**src/rtl/ifetch.sv**
```systemverilog
// ifetch: instruction fetch stage; owns the fetch PC and buffers {pc, inst} words for the decoder.
// Latency: request accepted in N, response in N+k (k>=1), inst_valid in N+k+1 (responses are registered).
// Backpressure: requests are credit-limited so outstanding + buffered never exceeds FIFO_DEPTH.
//
// Ports:
//   clock, reset_n                      - single clock, synchronous active-low reset
//   imem_req_valid/addr/ready           - word fetch requests (addr always 4-aligned)
//   imem_resp_valid/data                - in-order instruction words from memory
//   redirect, redirect_pc               - flush buffer, drop in-flight responses, restart at redirect_pc
//   inst_valid/inst/inst_pc/inst_ready  - buffer head presented to the decoder
//   misalign                            - only with IFETCH_MISALIGN_EN: sticky misaligned-redirect halt
//
// Optional feature macro: IFETCH_MISALIGN_EN. When undefined, redirect_pc[1:0] is ignored and the
// stage never halts.
module ifetch #(
   parameter int              XLEN       = 32,
   parameter logic [XLEN-1:0] RESET_PC   = '0,
   parameter int              FIFO_DEPTH = 2
) (
   input  logic            clock,
   input  logic            reset_n,
   output logic            imem_req_valid,
   output logic [XLEN-1:0] imem_req_addr,
   input  logic            imem_req_ready,
   input  logic            imem_resp_valid,
   input  logic [31:0]     imem_resp_data,
   input  logic            redirect,
   input  logic [XLEN-1:0] redirect_pc,
   output logic            inst_valid,
   output logic [31:0]     inst,
   output logic [XLEN-1:0] inst_pc,
   input  logic            inst_ready
`ifdef IFETCH_MISALIGN_EN
   ,
   output logic            misalign
`endif
);

   localparam int              AW      = $clog2(FIFO_DEPTH);
   localparam int              CW      = $clog2(FIFO_DEPTH + 1);
   localparam logic [CW:0]     DEPTH_W = (CW+1)'(FIFO_DEPTH);
   localparam logic [XLEN-1:0] PC_STEP = XLEN'(4);

   typedef struct packed {
      logic [XLEN-1:0] pc;
      logic [31:0]     inst;
   } fetch_entry_t;

   fetch_entry_t    buf_mem [FIFO_DEPTH];
   logic [AW-1:0]   rd_ptr_q;
   logic [AW-1:0]   wr_ptr_q;
   logic [CW-1:0]   count_q;
   logic [CW-1:0]   outstanding_q;
   logic [CW-1:0]   discard_q;
   logic [XLEN-1:0] pc_q;
   // PC of the next response that will be kept. Responses return in order and requests
   // are sequential from the last restart point, so this simply walks forward by 4.
   logic [XLEN-1:0] resp_pc_q;

   logic            halted;
   logic [XLEN-1:0] target_pc;
   logic            pop;
   logic            push;
   logic            resp_drop;
   logic            req_accept;
   logic [CW:0]     in_use;
   logic [CW-1:0]   accept_w;
   logic [CW-1:0]   resp_w;
   logic [CW-1:0]   push_w;
   logic [CW-1:0]   pop_w;

`ifdef IFETCH_MISALIGN_EN
   logic halted_q;

   // Sticky until the next aligned redirect or reset.
   always_ff @(posedge clock) begin
      if (!reset_n) begin
         halted_q <= 1'b0;
      end else if (redirect) begin
         halted_q <= (redirect_pc[1:0] != 2'b00);
      end
   end

   assign halted   = halted_q;
   assign misalign = halted_q;
`else
   logic unused_redirect_lsbs;

   assign halted               = 1'b0;
   assign unused_redirect_lsbs = ^redirect_pc[1:0];
`endif

   assign target_pc = {redirect_pc[XLEN-1:2], 2'b00};

   assign inst_valid = (count_q != '0);
   assign inst       = buf_mem[rd_ptr_q].inst;
   assign inst_pc    = buf_mem[rd_ptr_q].pc;
   assign pop        = inst_valid & inst_ready;

   // A head entry leaving this cycle frees its slot immediately, which is what lets a
   // 1-cycle memory stream one instruction per cycle. Since outstanding + count can only
   // fall while a request waits, a raised request stays raised until accepted.
   assign in_use = {1'b0, outstanding_q} + {1'b0, count_q} - {{CW{1'b0}}, pop};

   assign imem_req_valid = reset_n & ~redirect & ~halted & (in_use < DEPTH_W);
   assign imem_req_addr  = pc_q;
   assign req_accept     = imem_req_valid & imem_req_ready;

   assign push      = imem_resp_valid & (discard_q == '0);
   assign resp_drop = imem_resp_valid & (discard_q != '0);

   assign accept_w = {{(CW-1){1'b0}}, req_accept};
   assign resp_w   = {{(CW-1){1'b0}}, imem_resp_valid};
   assign push_w   = {{(CW-1){1'b0}}, push};
   assign pop_w    = {{(CW-1){1'b0}}, pop};

   always_ff @(posedge clock) begin
      if (!reset_n) begin
         pc_q          <= RESET_PC;
         resp_pc_q     <= RESET_PC;
         rd_ptr_q      <= '0;
         wr_ptr_q      <= '0;
         count_q       <= '0;
         outstanding_q <= '0;
         discard_q     <= '0;
      end else if (redirect) begin
         // Every response still owed by memory belongs to the old stream; one arriving
         // right now is dropped on the spot, the rest are counted off as they return.
         pc_q          <= target_pc;
         resp_pc_q     <= target_pc;
         rd_ptr_q      <= '0;
         wr_ptr_q      <= '0;
         count_q       <= '0;
         outstanding_q <= outstanding_q - resp_w;
         discard_q     <= outstanding_q - resp_w;
      end else begin
         if (req_accept) begin
            pc_q <= pc_q + PC_STEP;
         end
         if (push) begin
            wr_ptr_q  <= wr_ptr_q + AW'(1);
            resp_pc_q <= resp_pc_q + PC_STEP;
         end
         if (pop) begin
            rd_ptr_q <= rd_ptr_q + AW'(1);
         end
         if (resp_drop) begin
            discard_q <= discard_q - CW'(1);
         end
         count_q       <= count_q + push_w - pop_w;
         outstanding_q <= outstanding_q + accept_w - resp_w;
      end
   end

   // Buffer storage carries no reset; occupancy is tracked by count_q alone.
   always_ff @(posedge clock) begin
      if (reset_n && !redirect && push) begin
         buf_mem[wr_ptr_q] <= '{pc: resp_pc_q, inst: imem_resp_data};
      end
   end

endmodule

```
**config.mk**
```make
export PLATFORM = sky130hd
export DESIGN_NAME = ifetch
export DESIGN_NICKNAME = d
export VERILOG_FILES = /design/src/rtl/ifetch.sv
export SDC_FILE = /design/constraint.sdc
export NUM_CORES = 1
export LEC_CHECK = 0
export CORE_AREA = 2 2 140 142
export DETAILED_ROUTE_END_ITERATION = 8
export DIE_AREA = 0 0 142 144
export MAX_ROUTING_LAYER = met4
export PLACE_DENSITY = 0.7
export SLEW_MARGIN = 40
export SYNTH_ARGS = -nofsm -noshare
export SYNTH_HDL_FRONTEND = slang
export SYNTH_SLANG_ARGS = --single-unit
```
**constraint.sdc**
```tcl
create_clock -name clock -period 9.2 [get_ports clock]
set_clock_uncertainty 0.05 [all_clocks]
set_input_delay 1.84 -clock clock [delete_from_list [all_inputs] [get_ports clock]]
set_output_delay 1.84 -clock clock [all_outputs]
set_load 0.01 [all_outputs]
```
==> key figures, run 1 <==
Run status
  • Status: completed

Timing
  • RSZ-0062 raised after global routing: no
  • Final setup viols: 0
  • Period minus WS final: 5740 ps
  • Endpoints failing hold: 0
  • Worst slew margin: 49.7%
  • Worst-margin pin slew: 753 ps
  • Number of max-slew violations in the final report: 0
  • Post-route setup TNS: 0 ps
  • Crit share post-route: 62.3%
  • Max frequency: 174 MHz

Power
  • P_int: 0.00149 W
  • Leakage: 3.63 nW
  • Net Sw Power: 0.000445 W
  • Clock network power share: 38.2%
  • Sw Share: 23.0%
  • Logic pwr share: 10.5%
  • Maximum vdd drop: 0.136 mV
  • Pwr/cell area: 180 nW/µm²
  • Register share of total power: 51.3%

Finish
  • Non-Filler Instances: 1075
  • Layout cell share with drive strength beyond 1: 13.7%
  • Total Nets Final: 903
  • Finished Core Util: 56.4%
  • Area grow syn2layout: 28.9%
  • Layout filler cell count: 1638
  • Diode count: 0

Global route
  • Vias in the first global route: 5557
  • First-pass GRT wire length: 29.3 mm
  • Initial antenna violation count: 0
  • GRT overflow: 0
  • Tot GR Track Use: 19.0%
  • Largest net degree at the start of global routing: 63

Floorplanning
  • Ports: 168
  • Core area: 19100 µm²
  • Chip Width: 142 µm
  • Starting Density: 43.7%
  • Chip Height: 144 µm
  • Die area: 20400 µm²
  • # rows: 51

Clocking
  • CTS tree: built
  • H-tree levels: 4
  • Clock Latency Late Sink: 430 ps
  • CTS buffer count: 17
  • Clock tree buffer depth: 2
  • # Post-CTS Setup Buffers: 0
  • Clk root buf: clkbuf_16
  • Post_cts resized: 0
  • CTS sink cnt: 193
  • Clk pin slew, worst setup/hold paths: 70 ps
  • # hold bufs at CTS: 0

Worst setup path
  • R2R cell count: 14
  • Required @ worst endpoint: 7310 ps
  • Worst Setup EP: imem_req_valid
  • Worst R2R End: outstanding_q[1]
  • Setup crit end kind: output port
  • R2r startpoint: count_q[0]
  • Setup crit start kind: input pin
  • Crit path from: inst_ready
  • CP arrival: 3850 ps
  • Critical path peak fanout: 4
  • Crit path kind: input pin to output port
  • R2r setup slk: 5420 ps

Yosys
  • Most common cell in the netlist: edfxtp_1
  • Synth Cell Area: 8340 µm²
  • Asr flop ratio synth: 0%
  • Synth Warn #: 0
  • Post-synth EDFFs: 124
  • Area leader, netlist: edfxtp_1
  • Seq cells post-synth: 193
  • Post-synth cell types: 52
  • Post-synth top area share: 44.7%
  • Main flop type after synthesis: edfxtp_1
  • Sequential area share after synthesis: 61.2%
  • Top cells by area, synth: edfxtp_1, dfxtp_1, mux2_2, xnor2_1, a21oi_1
  • Synth top cells by count: edfxtp_1, dfxtp_1, mux2_2, a21oi_1
  • Mean Syn Cell Area: 12.3 µm²
  • Gate count after technology mapping: 676

Placed design
  • Post-Place Cells: 1043
  • RePlAce Congestion: 0.868
  • IO Port Bufs: 161
  • HPWL Detailed: 12.3 mm

Drt
  • Via density per instance: 5.47
  • DR pass1 iterations: 5
  • Detailed Route Iter0 Violations: 404
  • Remaining DRCs: 0
  • Antenna Violating Nets Remaining: 0
  • Routed len/inst: 17.2 µm
  • DRT Wirelength: 18.5 mm
  • DR vias: 5881

Flow run
  • MaxCap Viol Count: 0

Min path
  • HP Start: rd_ptr_q
  • HP Class: register to register
registers in the layout, summed over array words and instances, names as in the netlist, named ones only:
register / count
resp_pc_q: 30
buf_mem: 124
rd_ptr_q: 1
outstanding_q: 2
imem_req_addr: 30
wr_ptr_q: 1
count_q: 2
discard_q: 2
how the worst min path moves through the flow:
stage | depth (start not counted) | endpoint | slack, ps
final | 2 | register | 460
after global routing | 0 | buf_mem[1][63] | 480
after CTS | 0 | buf_mem[1][63] | 460
after detailed placement | 0 | buf_mem[1][63] | 450
after global placement | 0 | buf_mem[0][63] | 430
after floorplan | 0 | buf_mem[0][63] | 400
metal layers:
layer | global-route usage (%) | wire [µm] | up-vias
met5 | - | 0 | -
met4 | 4.84 | 191 | 0
met3 | 4.44 | 1230 | 20
met2 | 29.5 | 8580 | 214
met1 | 25.4 | 8510 | 2837
li1 | - | - | 2810
through the flow:
stage	area [µm²]	power (W)	hold slack, ps	worst slack [ps]
floorplan	8350	0.00111	399	3740
global placement	10100	0.00121	434	3480
detailed placement	10100	0.00121	447	3410
CTS	10700	0.00195	463	3450
global route	10800	0.00201	483	3350
finish	10800	0.00193	461	3460
cell type report:
type	instances	area, µm²	area share (%)
Clock inverter	11	96.3	0.896
Multi-Input combinational cell	425	3000	27.9
Inverter	19	71.3	0.663
Sequential cell	193	5110	47.5
Clock buffer	21	504	4.69
Timing Repair Buffer	168	1680	15.6
Tap cell	238	298	2.77
kinds of logic (layout without fill, tap and decap cells):
logic type / count (synthesis) / after routing / synth area share (%)
other cells: 1 / 4 / 0.0450
xor+xnor: 52 / 52 / 5.46
compound gates: 120 / 120 / 8.24
buf+inv: 61 / 219 / 3.03
simple gates: 173 / 173 / 11.6
fa+ha+maj: 9 / 9 / 1.44
mux: 67 / 67 / 9.00
flops: 193 / 193 / 61.2
power by group through the flow:
| stage | registers, W | clock network [W] | logic [W] |
|---|---|---|---|
| after floorplan | 0.00100 | 0 | 0.000103 |
| after global placement | 0.00101 | 0 | 0.000200 |
| after detailed placement | 0.00101 | 0 | 0.000203 |
| after CTS | 0.000990 | 0.000756 | 0.000205 |
| after global routing | 0.000995 | 0.000787 | 0.000223 |
| final | 0.000991 | 0.000738 | 0.000204 |
cell usage in the layout (no fill, tap or decap), drive strengths merged, types with 8 or more instances in the layout:
master         Yosys  layout
a21oi             48      48
and3              21      21
clkbuf            29      21
clkdlybuf4s50      0     161
dfxtp             69      69
edfxtp           124     124
ha                 8       8
inv               19      22
mux2              64      64
nand2             34      34
nand3             24      24
nand4             24      24
nor2              24      24
nor4              14      14
o21ai             34      34
o22ai              9       9
xnor2             29      29
xor2              23      23
worst max-delay path, cell delays in order:
cell and delay (ps):
clkdlybuf4s50_1 530, xor2_1 150, nand2_1 80, fa_1 380, xor2_1 170, and3_1 160
clkdlybuf4s50_1 520
Power figures use the tool's default switching activity.
==> inputs of run 2 (changes only) <==
==> constraint.sdc (replaced) <==
create_clock -name clock -period 5.93 [get_ports clock]
set_clock_uncertainty 0.05 [all_clocks]
set_input_delay 1.186 -clock clock [delete_from_list [all_inputs] [get_ports clock]]
set_output_delay 1.186 -clock clock [all_outputs]
set_load 0.01 [all_outputs]
==> run 2 against run 1 <==
  * Power is 56% higher
  * Worst hold slack improved by 3.6 ps
  * Die area is the same
  * Via count is 0.58% lower
  * Combinational power is 56% higher
  * Critical path depth stayed put
  * Flip-flop and latch count is the same
  * Critical endpoint unchanged
  * Critical path type unchanged
  * Sequential power is 55% higher
  * Highest routed layer unchanged
  * Register-to-register slack worse by 2600 ps
  * Utilization increased by 0.28 points
  * Sequential share of layout area decreased by 0.23 points
  * Non-clock buffer count rose by 4
==> key figures, run 2 (synthesis results as in run 1) <==
Finish
  • Most frequent cells in the layout: clkdlybuf4s50_1, edfxtp_1, dfxtp_1 (unchanged)
  • Most common cell after layout, fill and taps aside: clkdlybuf4s50_1 (unchanged)
  • Total Nets Final: 907 (was 903)
  • Max reg flops: 124 (unchanged)
  • Top reg by flops: buf_mem (unchanged)
  • Seq. cell area: 5110 µm² (unchanged)
  • Area of the multi-input gates: 3000 µm² (unchanged)
  • Area grow syn2layout: 29.6% (was 28.9%)
  • Layout cell share with drive strength beyond 1: 14.0% (was 13.7%)
  • Diode count: 0 (unchanged)
  • Layout filler cell count: 1605 (was 1638)

Global route
  • Largest net degree at the start of global routing: 62 (was 63)
  • First-pass GRT wire length: 29.3 mm (about the same)
  • GRT overflow: 0 (unchanged)
  • Vias in the first global route: 5678 (was 5557)
  • Initial antenna violation count: 0 (unchanged)
  • Tot GR Track Use: 19.0% (about the same)

Floorplanning
  • # rows: 51 (unchanged)
  • Die area: 20400 µm² (unchanged)
  • Starting Density: 43.7% (unchanged)
  • Chip Width: 142 µm (unchanged)
  • Ports: 168 (unchanged)
  • Core area: 19100 µm² (unchanged)
  • Chip Height: 144 µm (unchanged)

Power
  • Register share of total power: 51.0% (was 51.3%)
  • Maximum vdd drop: 0.168 mV (was 0.136 mV)
  • P_int: 0.00233 W (was 0.00149 W)
  • Logic pwr share: 10.5% (about the same)
  • Clock network power share: 38.5% (was 38.2%)
  • Sw Share: 22.9% (was 23.0%)
  • Net Sw Power: 0.000691 W (was 0.000445 W)
  • Leakage: 3.67 nW (was 3.63 nW)
  • Pwr/cell area: 279 nW/µm² (was 180 nW/µm²)

Flow run
  • MaxCap Viol Count: 0 (unchanged)

Drt
  • Remaining DRCs: 0 (unchanged)
  • Routed len/inst: 17.3 µm (was 17.2 µm)
  • DR pass1 iterations: 5 (unchanged)
  • DR vias: 5847 (was 5881)
  • DRT Wirelength: 18.7 mm (was 18.5 mm)
  • Antenna Violating Nets Remaining: 0 (unchanged)
  • Detailed Route Iter0 Violations: 368 (was 404)
  • Via density per instance: 5.42 (was 5.47)

Clocking
  • CTS buffer count: 17 (unchanged)
  • Clock tree buffer depth: 2 (unchanged)
  • Clock Latency Late Sink: 420 ps (was 430 ps)
  • # hold bufs at CTS: 0 (unchanged)
  • # Post-CTS Setup Buffers: 0 (unchanged)
  • Clk pin slew, worst setup/hold paths: 70 ps (about the same)
  • H-tree levels: 4 (unchanged)
  • Post_cts resized: 0 (unchanged)
  • CTS tree: built (unchanged)
  • Clk root buf: clkbuf_16 (unchanged)
  • CTS sink cnt: 193 (unchanged)

Timing
  • Post-route setup TNS: 0 ps (unchanged)
  • Crit share post-route: 74.7%
  • Endpoints failing hold: 0 (unchanged)
  • Worst slew margin: 44.3% (was 49.7%)
  • RSZ-0062 raised after global routing: no (unchanged)
  • Period minus WS final: 4430 ps
  • Final setup viols: 0 (unchanged)
  • Max frequency: 226 MHz
  • Fin worst setup slack: 1500 ps (was 3460 ps)
  • Number of max-slew violations in the final report: 0 (unchanged)
  • Worst-margin pin slew: 834 ps (was 753 ps)

Worst setup path
  • Critical path's top delay family: buffers and inverters (unchanged)
  • Required @ worst endpoint: 4690 ps (was 7310 ps)
  • Worst R2R End: outstanding_q[1] (unchanged)
  • Crit path depth: 7 (unchanged)
  • Worst Setup EP: imem_req_valid (unchanged)
  • Slowest stage delay, CP: 520 ps (was 530 ps)
  • Critical path peak fanout: 4 (unchanged)
  • Setup crit end kind: output port (unchanged)
  • R2r startpoint: count_q[0] (unchanged)
  • Crit path kind: input pin to output port (unchanged)
  • R2r setup slk: 2830 ps (was 5420 ps)
  • Setup crit start kind: input pin (unchanged)
  • Crit path from: inst_ready (unchanged)
  • CP cell instances: clkdlybuf4s50_1 -> xor2_1 -> nand2_1 -> fa_1 -> xor2_1 -> and3_1 -> clkdlybuf4s50_1 (unchanged)
  • Slowest cell on the critical path: clkdlybuf4s50_1 (unchanged)
  • R2R cell count: 15 (was 14)
  • CP bufs+invs: 2 (unchanged)
  • CP arrival: 3190 ps (was 3850 ps)

Placed design
  • Pre-CTS setup slack: 1490 ps (was 3410 ps)
  • IO Port Bufs: 161 (unchanged)
  • RePlAce Congestion: 0.859 (was 0.868)
  • HPWL Detailed: 12.7 mm (was 12.3 mm)

Min path
  • HP Class: register to register (unchanged)

Run status
  • Status: completed (unchanged)
[run 2: through the flow]
step | std cells | total power, W | utilization, % | cell area, µm² | hold WS [ps]
floorplan | 679 | 0.00172 | - | 8350 | 399
global placement | 1046 | 0.00188 | 53.3 | 10200 | 437
detailed placement | 1046 | 0.00188 | 53.3 | 10200 | 443
CTS | 1078 | 0.00304 | 56.5 | 10800 | 460
global route | 1079 | 0.00313 | 56.6 | 10800 | 475
finish | 1079 | 0.00302 | 56.6 | 10800 | 464
[run 2: layer usage]
layer,vias up,GRT usage [%],wire length (µm)
li1,2816,-,-
met1,2810,25.2,8730
met2,204,29.7,8590
met3,17,4.74,1190
met4,0,4.63,165
met5,-,-,0
[run 2: cell type report]
type / count / area share [%]
multi-input cells: 425 / 27.8
repair buffers: 172 / 15.9
clock buffers: 21 / 4.46
clock inverters: 11 / 1.20
well taps: 238 / 2.76
flip-flops and latches: 193 / 47.3
inverters: 19 / 0.683
[run 2: power by group through the flow]
stage               Clock, W  Combinational [W]  Sequential, W
finish               0.00116           0.000318        0.00154
global route         0.00124           0.000347        0.00155
CTS                  0.00118           0.000317        0.00154
detailed placement         0           0.000315        0.00157
global placement           0           0.000311        0.00157
floorplan                  0           0.000159        0.00156
[run 2: worst min-delay path by stage]
stage	startpoint	end	slack [ps]	cells past startpoint
global route	rd_ptr_q	rd_ptr_q	470	2
finish	rd_ptr_q	rd_ptr_q	460	2
floorplan	resp_pc_q[31]	buf_mem[0][63]	400	0
detailed placement	rd_ptr_q	register	440	2
CTS	rd_ptr_q	register	460	2
global placement	resp_pc_q[31]	buf_mem[0][63]	440	0
[run 2: worst min-delay path: cells and delay by family, from the launching register on]
family	cells	cell delay, ps
AND/OR/NAND/NOR	1	70
flip-flops	1	330
XOR/XNOR	1	80
==> inputs of run 3 (changes only) <==
--- a/config.mk
+++ b/config.mk
@@ -9,7 +9,7 @@
 export DETAILED_ROUTE_END_ITERATION = 8
 export DIE_AREA = 0 0 142 144
 export MAX_ROUTING_LAYER = met4
-export PLACE_DENSITY = 0.7
+export PLACE_DENSITY = 0.73
 export SLEW_MARGIN = 40
 export SYNTH_ARGS = -nofsm -noshare
 export SYNTH_HDL_FRONTEND = slang
==> constraint.sdc (replaced) <==
create_clock -name clock -period 4 [get_ports clock]
set_clock_uncertainty 0.05 [all_clocks]
set_input_delay 0.8 -clock clock [delete_from_list [all_inputs] [get_ports clock]]
set_output_delay 0.8 -clock clock [all_outputs]
set_load 0.01 [all_outputs]
==> run 3 against run 2 <==
  * Worst hold slack gained 4.8 ps
  * Power up 46%
  * Register-to-register slack worse by 1800 ps
  * Final cell count rose by 0.28%
  * Global-route usage decreased by 0.42 points
  * Utilization increased by 0.066 points
  * Flip-flop and latch count did not move
  * Final area grew 0.12%
  * Clock-buffer cell count decreased by 4
  * Largest power group unchanged
  * Highest routed layer unchanged
==> key figures, run 3 (synthesis results as in run 1) <==
Finish
  • Layout cell share with drive strength beyond 1: 14.3% (was 14.0%)
  • Design area: 10800 µm² (about the same)
  • Total Nets Final: 910 (was 907)
  • Most common cell after layout, fill and taps aside: clkdlybuf4s50_1 (unchanged)
  • Max reg flops: 124 (unchanged)
  • Area grow syn2layout: 29.7% (was 29.6%)
  • Top reg by flops: buf_mem (unchanged)
  • Most frequent cells in the layout: clkdlybuf4s50_1, edfxtp_1, dfxtp_1 (unchanged)
  • Diode count: 0 (unchanged)

Clocking
  • # hold bufs at CTS: 0 (unchanged)
  • CTS sink cnt: 193 (unchanged)
  • Clock tree buffer depth: 2 (unchanged)
  • CTS buffer count: 17 (unchanged)
  • Clk pin slew, worst setup/hold paths: 70 ps (about the same)
  • Clk root buf: clkbuf_16 (unchanged)
  • # Post-CTS Setup Buffers: 0 (unchanged)
  • Clock Latency Late Sink: 430 ps (was 420 ps)
  • CTS tree: built (unchanged)
  • H-tree levels: 4 (unchanged)
  • Post_cts resized: 0 (unchanged)

Timing
  • Crit share post-route: 91.8%
  • Worst slew margin: 50.5% (was 44.3%)
  • Final hold slack: 469 ps (was 464 ps)
  • Number of max-slew violations in the final report: 0 (unchanged)
  • Worst-margin pin slew: 741 ps (was 834 ps)
  • Post-route setup TNS: 0 ps (unchanged)
  • RSZ-0062 raised after global routing: no (unchanged)
  • Final setup viols: 0 (unchanged)
  • Endpoints failing hold: 0 (unchanged)
  • Period minus WS final: 3670 ps
  • Max frequency: 272 MHz

Global route
  • Vias in the first global route: 5563 (was 5678)
  • Initial antenna violation count: 0 (unchanged)
  • GRT overflow: 0 (unchanged)
  • First-pass GRT wire length: 28.8 mm (was 29.3 mm)
  • Largest net degree at the start of global routing: 63 (was 62)
  • Tot GR Track Use: 18.6% (was 19.0%)

Placed design
  • IO Port Bufs: 161 (unchanged)
  • HPWL Detailed: 12.8 mm (was 12.7 mm)
  • RePlAce Congestion: 0.831 (was 0.859)
  • Placed cell areas: 10200 µm² (about the same)

Worst setup path
  • Worst Setup EP: imem_req_valid (unchanged)
  • R2R cell count: 11 (was 15)
  • CP cell instances: clkdlybuf4s50_1 -> xor2_1 -> nand2_1 -> fa_1 -> xor2_1 -> and3_1 -> clkdlybuf4s50_1 (unchanged)
  • Setup crit start kind: input pin (unchanged)
  • R2r startpoint: count_q[0] (unchanged)
  • Crit path from: inst_ready (unchanged)
  • Crit path kind: input pin to output port (unchanged)
  • Slowest stage delay, CP: 540 ps (was 520 ps)
  • R2r setup slk: 1080 ps (was 2830 ps)
  • Required @ worst endpoint: 3150 ps (was 4690 ps)
  • CP bufs+invs: 2 (unchanged)
  • Critical path's top delay family: buffers and inverters (unchanged)
  • CP arrival: 2820 ps (was 3190 ps)
  • Setup crit end kind: output port (unchanged)
  • Critical path peak fanout: 4 (unchanged)
  • Worst R2R End: imem_req_addr[24] (was outstanding_q[1])
  • Crit path depth: 7 (unchanged)
  • Slowest cell on the critical path: clkdlybuf4s50_1 (unchanged)

Floorplanning
  • Chip Width: 142 µm (unchanged)
  • Core area: 19100 µm² (unchanged)
  • Starting Density: 43.7% (unchanged)
  • Ports: 168 (unchanged)
  • Chip Height: 144 µm (unchanged)
  • # rows: 51 (unchanged)
  • Die area: 20400 µm² (unchanged)

Drt
  • DR pass1 iterations: 5 (unchanged)
  • DR vias: 5868 (was 5847)
  • Detailed Route Iter0 Violations: 401 (was 368)
  • Antenna Violating Nets Remaining: 0 (unchanged)
  • Remaining DRCs: 0 (unchanged)
  • Via density per instance: 5.42 (about the same)
  • DRT Wirelength: 18.5 mm (was 18.7 mm)
  • Routed len/inst: 17.1 µm (was 17.3 µm)

Power
  • Maximum vdd drop: 0.303 mV (was 0.168 mV)
  • Pwr/cell area: 408 nW/µm² (was 279 nW/µm²)
  • Leakage: 3.67 nW (about the same)

Min path
  • HP Class: register to register (unchanged)
  • WHS Path Cells: 2 (unchanged)

Run status
  • Status: completed (unchanged)

Flow run
  • MaxCap Viol Count: 0 (unchanged)
run 3: how the worst min path moves through the flow:
stage,startpoint,endpoint,slack [ps]
final,rd_ptr_q,rd_ptr_q,470
after global routing,resp_pc_q[3],buf_mem[1][35],490
after CTS,resp_pc_q[31],buf_mem[0][63],460
after floorplan,resp_pc_q[31],buf_mem[0][63],400
after global placement,resp_pc_q[31],buf_mem[0][63],440
after detailed placement,rd_ptr_q,register,440
run 3: routing by layer:
| layer | vias up | routed length, µm | track usage, % |
|---|---|---|---|
| li1 | 2821 | - | - |
| met1 | 2809 | 8520 | 24.5 |
| met2 | 218 | 8430 | 28.8 |
| met3 | 20 | 1220 | 4.50 |
| met4 | 0 | 308 | 5.58 |
| met5 | - | 0 | - |
run 3: final cells by class:
type / instances / area [µm²]
Fill cell: 1578 / 8260
Inverter: 19 / 71.3
Multi-Input combinational cell: 425 / 3000
Clock inverter: 15 / 161
Clock buffer: 17 / 425
Sequential cell: 193 / 5110
Timing Repair Buffer: 175 / 1750
Tap cell: 238 / 298
run 3: worst register-to-register path, stage by stage, from the launching register on:
cell and delay, ps:
dfxtp_1 330, or2_2 290, nand2_1 150, nor2_1 80, fa_1 400, xor2_1 180, and4_1 240, inv_1 70
buf_4 220, nor4_1 460, o31ai_1 140, a22o_1 200
run 3: report_power, final:
| part | internal, W | switching [W] | total, W |
|---|---|---|---|
| Sequential | 0.00220 | 0.0000798 | 0.00228 |
| Clock | 0.000843 | 0.000816 | 0.00166 |
| Combinational | 0.000257 | 0.000218 | 0.000475 |
| Total | 0.00330 | 0.00111 | 0.00441 |
run 3: stage by stage:
stage | util, % | worst slack, ps | cells | total power [W]
finish | 56.7 | 330 | 1082 | 0.00441
global route | 56.7 | 200 | 1082 | 0.00459
CTS | 56.7 | 322 | 1082 | 0.00446
detailed placement | 53.6 | 322 | 1050 | 0.00280
global placement | 53.6 | 366 | 1050 | 0.00279
floorplan | - | 503 | 679 | 0.00255
